[src/rtl/fetch_unit_if.sv]
// Instruction-memory port of the fetch stage: a valid/ready request channel
// and a valid-only response channel.
interface fetch_unit_if;
  logic        imem_req_valid;
  logic        imem_req_ready;
  logic [31:0] imem_req_addr;
  logic        imem_rsp_valid;
  logic [31:0] imem_rsp_data;

  modport master (
    output imem_req_valid,
    output imem_req_addr,
    input  imem_req_ready,
    input  imem_rsp_valid,
    input  imem_rsp_data
  );

  modport slave (
    input  imem_req_valid,
    input  imem_req_addr,
    output imem_req_ready,
    output imem_rsp_valid,
    output imem_rsp_data
  );
endinterface

[src/rtl/fetch_unit.sv]
// Instruction-fetch stage: owns the PC, keeps one imem request outstanding,
// presents the fetched word to IF/ID, and drops stale responses after redirects.
//
// state | meaning
// IDLE  | just out of reset, responses ignored
// FETCH | request for PC on the bus, waiting for ready
// WAIT  | request accepted, waiting for the response
// HAVE  | instruction held on F_instr until IF/ID takes it
// DRAIN | redirected while a request was in flight; discard its response
module fetch_unit #(
  parameter logic [31:0] RESET_PC  = 32'h0000_0000,
  parameter logic [31:0] NOP_INSTR = 32'h0000_0013
) (
  input  logic         clk,
  input  logic         rst_n,
  input  logic         stall,
  input  logic         redirect,
  input  logic [31:0]  redirect_pc,
  fetch_unit_if.master imem,
  output logic [31:0]  F_instr,
  output logic [31:0]  F_PC,
  output logic [31:0]  F_PC_P4,
  output logic         F_valid
);

  typedef enum logic [2:0] {
    S_IDLE,
    S_FETCH,
    S_WAIT,
    S_HAVE,
    S_DRAIN
  } state_t;

  state_t      r_state;
  logic [31:0] r_pc;
  logic [31:0] r_instr_q;
  logic        r_valid;

  state_t      w_nxt_state;
  logic [31:0] w_nxt_pc;
  logic [31:0] w_nxt_instr;
  logic        w_nxt_valid;
  logic        w_handshake;
  logic [31:0] w_pc_p4;
  logic [31:0] w_redirect_pc;

  assign w_pc_p4       = r_pc + 32'd4;
  assign w_redirect_pc = redirect_pc & 32'hFFFF_FFFC;
  assign w_handshake   = (r_state == S_FETCH) && imem.imem_req_ready;

  assign imem.imem_req_valid = (r_state == S_FETCH);
  assign imem.imem_req_addr  = r_pc;

  assign F_valid = r_valid;
  assign F_instr = r_valid ? r_instr_q : NOP_INSTR;
  assign F_PC    = r_pc;
  assign F_PC_P4 = w_pc_p4;

  // Next-state logic; a redirect outside IDLE overrides every other event.
  always_comb begin
    w_nxt_state = r_state;
    w_nxt_pc    = r_pc;
    w_nxt_instr = r_instr_q;
    w_nxt_valid = r_valid;

    case (r_state)
      S_IDLE:  w_nxt_state = S_FETCH;
      S_FETCH: if (w_handshake) w_nxt_state = S_WAIT;
      S_WAIT: begin
        if (imem.imem_rsp_valid) begin
          w_nxt_instr = imem.imem_rsp_data;
          w_nxt_valid = 1'b1;
          w_nxt_state = S_HAVE;
        end
      end
      S_HAVE: begin
        if (!stall) begin
          w_nxt_pc    = w_pc_p4;
          w_nxt_valid = 1'b0;
          w_nxt_state = S_FETCH;
        end
      end
      S_DRAIN: if (imem.imem_rsp_valid) w_nxt_state = S_FETCH;
      default: w_nxt_state = S_IDLE;
    endcase

    if (redirect && (r_state != S_IDLE)) begin
      w_nxt_pc    = w_redirect_pc;
      w_nxt_valid = 1'b0;
      w_nxt_instr = r_instr_q;
      case (r_state)
        S_FETCH: w_nxt_state = w_handshake ? S_DRAIN : S_FETCH;
        S_WAIT:  w_nxt_state = imem.imem_rsp_valid ? S_FETCH : S_DRAIN;
        S_DRAIN: w_nxt_state = imem.imem_rsp_valid ? S_FETCH : S_DRAIN;
        default: w_nxt_state = S_FETCH;
      endcase
    end
  end

  // State, PC and held-instruction registers.
  always_ff @(posedge clk or negedge rst_n) begin
    if (!rst_n) begin
      r_state   <= S_IDLE;
      r_pc      <= RESET_PC;
      r_instr_q <= NOP_INSTR;
      r_valid   <= 1'b0;
    end else begin
      r_state   <= w_nxt_state;
      r_pc      <= w_nxt_pc;
      r_instr_q <= w_nxt_instr;
      r_valid   <= w_nxt_valid;
    end
  end

endmodule

[src/flat_wrapper.sv]
// flat-port wrapper written by rule: the top's interface ports become plain ports
module fetch_unit_flat 
#(
  parameter logic [31:0] RESET_PC  = 32'h0000_0000,
  parameter logic [31:0] NOP_INSTR = 32'h0000_0013
)
  (clk, rst_n, stall, redirect, redirect_pc, F_instr, F_PC, F_PC_P4, F_valid, imem_imem_req_valid, imem_imem_req_addr, imem_imem_req_ready, imem_imem_rsp_valid, imem_imem_rsp_data);
  fetch_unit_if imem_i ();
  input  logic clk;
  input  logic rst_n;
  input  logic stall;
  input  logic redirect;
  input  logic [31:0] redirect_pc;
  output logic [31:0] F_instr;
  output logic [31:0] F_PC;
  output logic [31:0] F_PC_P4;
  output logic F_valid;
  output wire logic [$bits(imem_i.imem_req_valid)-1:0] imem_imem_req_valid;
  output wire logic [$bits(imem_i.imem_req_addr)-1:0] imem_imem_req_addr;
  input wire logic [$bits(imem_i.imem_req_ready)-1:0] imem_imem_req_ready;
  input wire logic [$bits(imem_i.imem_rsp_valid)-1:0] imem_imem_rsp_valid;
  input wire logic [$bits(imem_i.imem_rsp_data)-1:0] imem_imem_rsp_data;
  assign imem_imem_req_valid = imem_i.imem_req_valid;
  assign imem_imem_req_addr = imem_i.imem_req_addr;
  assign imem_i.imem_req_ready = imem_imem_req_ready;
  assign imem_i.imem_rsp_valid = imem_imem_rsp_valid;
  assign imem_i.imem_rsp_data = imem_imem_rsp_data;
  fetch_unit #(.RESET_PC(RESET_PC), .NOP_INSTR(NOP_INSTR)) u_core (.clk(clk), .rst_n(rst_n), .stall(stall), .redirect(redirect), .redirect_pc(redirect_pc), .imem(imem_i), .F_instr(F_instr), .F_PC(F_PC), .F_PC_P4(F_PC_P4), .F_valid(F_valid));
endmodule
[config.mk]
export PLATFORM = sky130hd
export DESIGN_NAME = fetch_unit_flat
export DESIGN_NICKNAME = d
export VERILOG_FILES = /design/src/rtl/fetch_unit_if.sv /design/src/rtl/fetch_unit.sv /design/src/flat_wrapper.sv
export SDC_FILE = /design/constraint.sdc
export NUM_CORES = 1
export LEC_CHECK = 0
export CAP_MARGIN = 25
export CORE_MARGIN = 3
export CORE_UTILIZATION = 37
export CTS_CLUSTER_DIAMETER = 80
export DETAILED_ROUTE_END_ITERATION = 12
export PLACE_DENSITY = 0.78
export SKIP_LAST_GASP = 1
export SLEW_MARGIN = 0
export SYNTH_ARGS = -nofsm -noshare
export SYNTH_HDL_FRONTEND = slang
export SYNTH_SLANG_ARGS = --single-unit
export TNS_END_PERCENT = 10
[constraint.sdc]
create_clock -name clk -period 1.8 [get_ports clk]
set_input_delay 0.18 -clock clk [delete_from_list [all_inputs] [get_ports clk]]
set_output_delay 0.18 -clock clk [all_outputs]
set_load 0.01 [all_outputs]
==> results of run 1 <==
==> worst paths after layout <==
check	from	endpoint	slack [ns]	cells after the start
setup / recovery	u_core.F_PC[6]$_DFFE_PN0P_	F_PC_P4[28]	-0.31	7
hold / removal	redirect_pc[30]	u_core.F_PC[30]$_DFFE_PN0P_	0.40	3
setup reg to reg	u_core.F_PC[6]$_DFFE_PN0P_	u_core.F_PC[22]$_DFFE_PN0P_	-0.17	8
hold reg to reg	u_core.r_instr_q[14]$_DFFE_PN0P_	u_core.r_instr_q[14]$_DFFE_PN0P_	0.50	1
max in group asynchronous	rst_n	u_core.F_PC[7]$_DFFE_PN0P_	0.70	2
min in group asynchronous	rst_n	u_core.r_instr_q[31]$_DFFE_PN0P_	0.48	2
==> cell type report <==
class                   count  share of cell area, %
clock inverters             6                 0.9712
clock buffers              10                  2.016
multi-input cells         297                  32.69
inverters                   4                 0.2199
repair buffers            275                  37.20
well taps                 136                  2.492
flip-flops and latches     66                  24.41
==> per-layer routing <==
metal,share of wire (%),up-vias
li1,-,1931
met1,41,2019
met2,49,182
met3,6.8,26
met4,2.6,0
met5,0,-
==> where the power goes <==
group	total, W	internal, W	switching [W]
registers	0.00275	0.00222	0.000534
clock network	0.00128	0.000677	0.000605
logic	0.00731	0.00396	0.00335
==> through the flow <==
stage          power, W  cells  cell area, um2  setup TNS, ns  hold slack, ns
2_1_floorplan  0.006251    429            4128        -0.5463         -0.1156
3_3_place_gp   0.009857    768            6430         -6.026          0.3295
3_5_place_dp    0.01003    768            6430         -7.305          0.3383
4_1_cts         0.01131    794            6749         -11.37          0.3787
5_1_grt         0.01204    794            6828         -16.93          0.3807
6_report        0.01135    794            6828         -9.090          0.3993
==> critical path, cell delays in order (launching register included) <==
cell and delay [ns]:
dfrtp_2 0.40, nand3_4 0.10, buf_6 0.13, nor4_4 0.27, buf_6 0.19, nand2_1 0.09, xnor2_1 0.16, clkdlybuf4s15_2 0.25
==> cells in the final DEF, fill, tap and decap left out, drive strengths merged, types with 5 or more instances in the layout <==
cell	Yosys	layout
clkdlybuf4s50	0	165
buf	41	100
dfrtp	63	63
mux2	32	32
and2	31	31
nand2	29	29
nor2	25	25
xnor2	22	22
nand3	22	22
a21oi	19	19
o21ai	15	15
o311ai	15	15
a22oi	10	10
clkbuf	21	10
nand4	10	10
nand2b	7	7
dlygate4sd2	0	7
xor2	6	6
conb	1	6
o22ai	5	5
nor4	5	5
==> flip-flops by register name, summed over array words and instances (netlist names) <==
name / count
u_core.r_instr_q: 32
u_core.F_PC: 30
u_core.r_state: 3
u_core.F_valid: 1
==> logic make-up (layout without fill, tap and decap cells) <==
family | after synthesis | count (layout) | share of synthesized area (%)
flip-flops | 66 | 66 | 40.77
AND/OR/NAND/NOR | 147 | 147 | 20.43
buffers and inverters | 66 | 295 | 9.553
AO/OA/AOI/OAI | 83 | 83 | 13.93
multiplexers | 32 | 32 | 8.875
adder cells (fa/ha/maj) | 1 | 1 | 0.3081
XOR/XNOR | 28 | 28 | 6.040
other | 1 | 6 | 0.09236
==> repair_timing <==
item / 4_1_cts / 5_1_grt
endpoints found under the setup margin: 67 / 83
gates resized for setup: 96 / 17
hold buffers: 1 / 0
hold endpoints to repair: 63 / 0
setup buffers: 9 / 3
pin swaps: 17 / 15
gates cloned: 0 / 0
==> out/metrics.yaml, run 1 <==
outcome:
  status: "complete, but fails checks"
  failed_checks: "setup timing"
global_route:
  grt_busiest_layer: "met2"
  grt_first_pass_wirelength_um: 21290
  grt_max_degree: 67
  met1_usage_pct: 25.15
  use_met3_pct: 4.858
  overflow: 0
  grtUsageTotal_pct: 20.86
  grt_pass1_vias: 4197
  antenna_found_initial: 0
  use_met2_pct: 35.88
timing:
  slew-limit-headroom_pct: 43.79
  max_freq_mhz: 473.1
  drv_slew: 0
  min_period_over_period_pct: 117.4
  fin_ws_ns: -0.3136
  finalHoldViolCount: 0
  period_needed_ns: 2.114
  worstMarginPinSlew_ns: 0.8432
  rsz0062_at_grt: "yes"
  fin_worst_skew_ns: 0.009531
  setup_viol: 70
final_layout:
  fillerInstances: 828
  final_util_pct: 64.97
  nNetsFinal: 724
  drive_gt1_share_pct: 29.03
  antenna_cells: 0
  regArea_um2: 1667
  syn_to_final_growth_pct: 68.17
  multi_input_area_um2: 2232
route:
  vias: 4158
  postRouteWirelength_um: 13370
  drt_first_iter_violations: 227
  ant_nets: 0
  drc: 0
  vias_per_cell: 5.237
  avgRoutedWirePerCell_um: 16.84
  first_pass_iters: 4
floorplanning:
  die_y_um: 110.8
  die_x_um: 110.8
  io_pins: 200
  num_rows: 37
  start_util_pct: 38.64
  fp.coreArea_um2: 10510
  dieArea_um2: 12270
synth:
  syn_area_per_cell_um2: 9.576
  synth_cell_type_count: 51
  syn_inst: 424
  yosys-top-cells-area: "dfrtp_1 (39%), mux2_2 (8.9%), buf_4 (6.7%), and2_1 (4.8%), xnor2_1 (4.7%)"
  synth_edf_count: 0
  synth_top_area_share_pct: 38.83
  synth.most_common_cell: "dfrtp_1"
  synth.cell_area_um2: 4060
  synthArstFlopShare_pct: 100.0
  yosysTopAreaCell: "dfrtp_1"
  synth_common_cells: "dfrtp_1 (63), buf_4 (36), mux2_2 (32)"
  yosys_warnings: 0
  yosysSeqAreaShare_pct: 40.77
  synth_top_flop_cell: "dfrtp_1"
  ys_ff_latch: 66
worst_setup_path:
  worstPathMaxFanout: 8
  crit_path_end_kind: "primary output"
  required_ns: 1.62
  arrival_ns: 1.93
  path_class: "reg2out"
  start_kind: "flip-flop"
placement:
  place_congestion: 0.8639
  numPortBuffers: 191
  hpwl_um: 9406
  dp_slack_ns: -0.3626
clocking:
  cts.reportedPaths.clkPinSlew_ns: 0.08
  cts_tree: "done"
  htree_levels: 3
  cts_made_buffers: 9
  clkLatencyLatePin_ns: 0.34
  clock_path_buffers: 2
  cts_root_buf: "clkbuf_8"
  clkSinkCount: 66
power:
  p_per_area_nw_per_um2: 1662
  power.leakage_nw: 2.871
  ir_drop_mv: 0.8270
worst_hold_path:
  holdCritPathClass: "in2reg"
run:
  drv_cap: 0
Note: power is estimated with default switching activity, not from simulation.
==> run 2: changes to the inputs <==
--- a/config.mk
+++ b/config.mk
@@ -5,9 +5,10 @@
 export SDC_FILE = /design/constraint.sdc
 export NUM_CORES = 1
 export LEC_CHECK = 0
+export ABC_AREA = 1
 export CAP_MARGIN = 25
 export CORE_MARGIN = 3
-export CORE_UTILIZATION = 37
+export CORE_UTILIZATION = 38
 export CTS_CLUSTER_DIAMETER = 80
 export DETAILED_ROUTE_END_ITERATION = 12
 export PLACE_DENSITY = 0.78
==> run 2 against run 1 <==
Compared with the run above:
- area after synthesis up 8.9%
- critical endpoint is now F_PC_P4[31]
- utilization grew 0.49 points
- combinational power rose by 2%
- count of clock-buffer cells in the layout shrank 1
- clock skew decreased by 0.0042 ns
- routed wire length up 11%
- maximum frequency is 3.4% higher
- total power grew 6.8%
- global-route usage grew 1.5 points
- the run still ends with setup timing left
- sequential cell count unchanged
- sequential power up 2%
- first-iteration DRC count grew 54%
==> out/metrics.yaml, run 2 <==
final_layout:
  regArea_um2: 1657
  drive_gt1_share_pct: 25.50
  fin_area_um2: 7283
  multi_input_area_um2: 2217
  final_cell_mix: "nand2_1 (178), clkdlybuf4s50_1 (162), inv_1 (85)"
  largest_reg_flops: 32
  fillerInstances: 949
  antenna_cells: 0
  final_common_cell: "nand2_1"
  syn_to_final_growth_pct: 64.71
  final_util_pct: 65.46
  nNetsFinal: 922
  top_register: "u_core.r_instr_q"
global_route:
  antenna_found_initial: 0
  overflow: 0
  grtUsageTotal_pct: 22.31
  grt_first_pass_wirelength_um: 23290
  grt_max_degree: 67
  grt_pass1_vias: 4870
outcome:
  failed_checks: "setup timing"
  status: "complete, but fails checks"
timing:
  min_period_over_period_pct: 113.6
  finalHoldViolCount: 0
  period_needed_ns: 2.044
  fin_worst_skew_ns: 0.005314
  fin_worst_hold_slack_ns: 0.3964
  setup_viol: 56
  max_freq_mhz: 489.2
  rsz0062_at_grt: "yes"
  fin_ws_ns: -0.2440
  drv_slew: 0
floorplanning:
  io_pins: 200
  die_y_um: 113.9
  dieArea_um2: 12970
  start_util_pct: 39.74
  num_rows: 38
  die_x_um: 113.9
  fp.coreArea_um2: 11130
synth:
  synth_top_flop_cell: "dfrtp_1"
  synth_cell_type_count: 35
  yosys-top-cells-area: "dfrtp_1 (36%), nand2_1 (16%), mux2_2 (8.1%), inv_1 (7.4%), buf_4 (6.6%)"
  yosysTopAreaCell: "dfrtp_1"
  yosys_warnings: 0
  syn_inst: 609
  syn_area_per_cell_um2: 7.261
  synth.cell_area_um2: 4422
  yosysSeqAreaShare_pct: 37.44
  synth.most_common_cell: "nand2_1"
  synth_top_area_share_pct: 35.65
  ys_ff_latch: 66
  synth_edf_count: 0
  synthArstFlopShare_pct: 100.0
  synth_common_cells: "nand2_1 (191), inv_1 (87), dfrtp_1 (63)"
clocking:
  cts_root_buf: "clkbuf_16"
  cts_tree: "done"
  htree_levels: 3
  clkLatencyLatePin_ns: 0.34
  cts.reportedPaths.clkPinSlew_ns: 0.06
  clock_path_buffers: 2
  cts_made_buffers: 9
  clkSinkCount: 66
placement:
  dpl_cell_area_um2: 6726
  hpwl_um: 10870
  place_congestion: 0.8478
  numPortBuffers: 191
worst_setup_path:
  slowest_delay_ns: 0.45
  path_class: "reg2out"
  start_kind: "flip-flop"
  crit_path_end_kind: "primary output"
  arrival_ns: 1.86
  crit_path_frequent_cell: "nand2_1"
  worstPathCellList: "nand2_2 -> nor2_4 -> buf_4 -> nand2_2 -> nor2_4 -> buf_6 -> nand2_1 -> nand2_1 -> nand2_1 -> buf_2"
  slowest_stage: "dfrtp_1"
  worstPathMaxFanout: 4
  required_ns: 1.62
route:
  first_pass_iters: 4
  drt_first_iter_violations: 350
  postRouteWirelength_um: 14870
  drc: 0
  avgRoutedWirePerCell_um: 14.95
  ant_nets: 0
  vias: 4752
  vias_per_cell: 4.776
run:
  drv_cap: 0
power:
  power.leakage_nw: 3.675
  p_per_area_nw_per_um2: 1664
  ir_drop_mv: 1.037
worst_hold_path:
  holdCritPathClass: "in2async"
## run 2: what timing repair did
item,CTS,global route
endpoints found under the setup margin,59,70
resized for setup,92,36
hold endpoints to repair,63,0
pin swaps,14,17
setup buffers,12,9
hold buffers,1,0
## run 2: layout make-up
class                           instances  area share, %
Clock buffer                            9          3.092
Clock inverter                          6          1.134
Inverter                               88          4.535
Multi-Input combinational cell        405          30.44
Sequential cell                        66          22.75
Tap cell                              140          2.405
Timing Repair Buffer                  281          35.65
## run 2: cells by family (layout without fill, tap and decap cells)
logic type / Yosys count / count (layout) / synth area share (%)
AO/OA/AOI/OAI: 62 / 62 / 7.357
XOR/XNOR: 8 / 8 / 1.585
adder cells (fa/ha/maj): 1 / 1 / 0.2829
buffers and inverters: 143 / 384 / 16.10
flip-flops: 66 / 66 / 37.44
multiplexers: 32 / 32 / 8.150
other: 1 / 6 / 0.08481
AND/OR/NAND/NOR: 296 / 296 / 29.00
## run 2: per-stage QoR
stage	setup slack (ns)	setup TNS [ns]	std cells	total power (W)
after floorplan	0.2536	0	614	0.006418
after global placement	-0.1768	-2.516	958	0.009947
after detailed placement	-0.2376	-3.408	958	0.01014
after CTS	-0.2077	-5.659	986	0.01199
after global routing	-0.3420	-10.18	995	0.01293
final	-0.2440	-4.695	995	0.01212
## run 2: per-layer routing
| metal | track usage [%] | up-vias | part of all wire (%) |
|---|---|---|---|
| met2 | 39.14 | 156 | 52 |
| li1 | - | 2320 | - |
| met3 | 3.395 | 28 | 5.5 |
| met1 | 27.18 | 2248 | 40 |
| met4 | 9.580 | 0 | 2.4 |
| met5 | 0 | - | 0 |
## run 2: power breakdown
| group | switching, W | internal (W) | total, W | leakage (nW) |
|---|---|---|---|---|
| registers | 0.000556 | 0.00225 | 0.00280 | 0.801 |
| clock network | 0.000669 | 0.00120 | 0.00187 | 0.151 |
| logic | 0.00362 | 0.00383 | 0.00745 | 2.72 |
## run 2: critical path, delay by kind of cell (launching register included)
family / cells / cell delay, ns
buffers and inverters: 3 / 0.39
flip-flops: 1 / 0.45
AND/OR/NAND/NOR: 7 / 0.70
## run 2: path summary, 6_finish.rpt
| path | startpoint | end | slack, ns | depth (start not counted) |
|---|---|---|---|---|
| worst max-delay path | u_core.F_PC[14]$_DFFE_PN0P_ | F_PC_P4[31] | -0.24 | 10 |
| worst min-delay path | rst_n | u_core.F_PC[26]$_DFFE_PN0P_ | 0.40 | 3 |
| worst max register to register | u_core.F_PC[2]$_DFFE_PN0P_ | u_core.F_PC[12]$_DFFE_PN0P_ | -0.04 | 11 |
| worst min register to register | u_core.r_instr_q[6]$_DFFE_PN0P_ | u_core.r_instr_q[6]$_DFFE_PN0P_ | 0.50 | 1 |
| max in group asynchronous | rst_n | u_core.r_instr_q[0]$_DFFE_PN1P_ | 1.04 | 3 |
| min in group clk | redirect_pc[3] | u_core.F_PC[3]$_DFFE_PN0P_ | 0.41 | 3 |
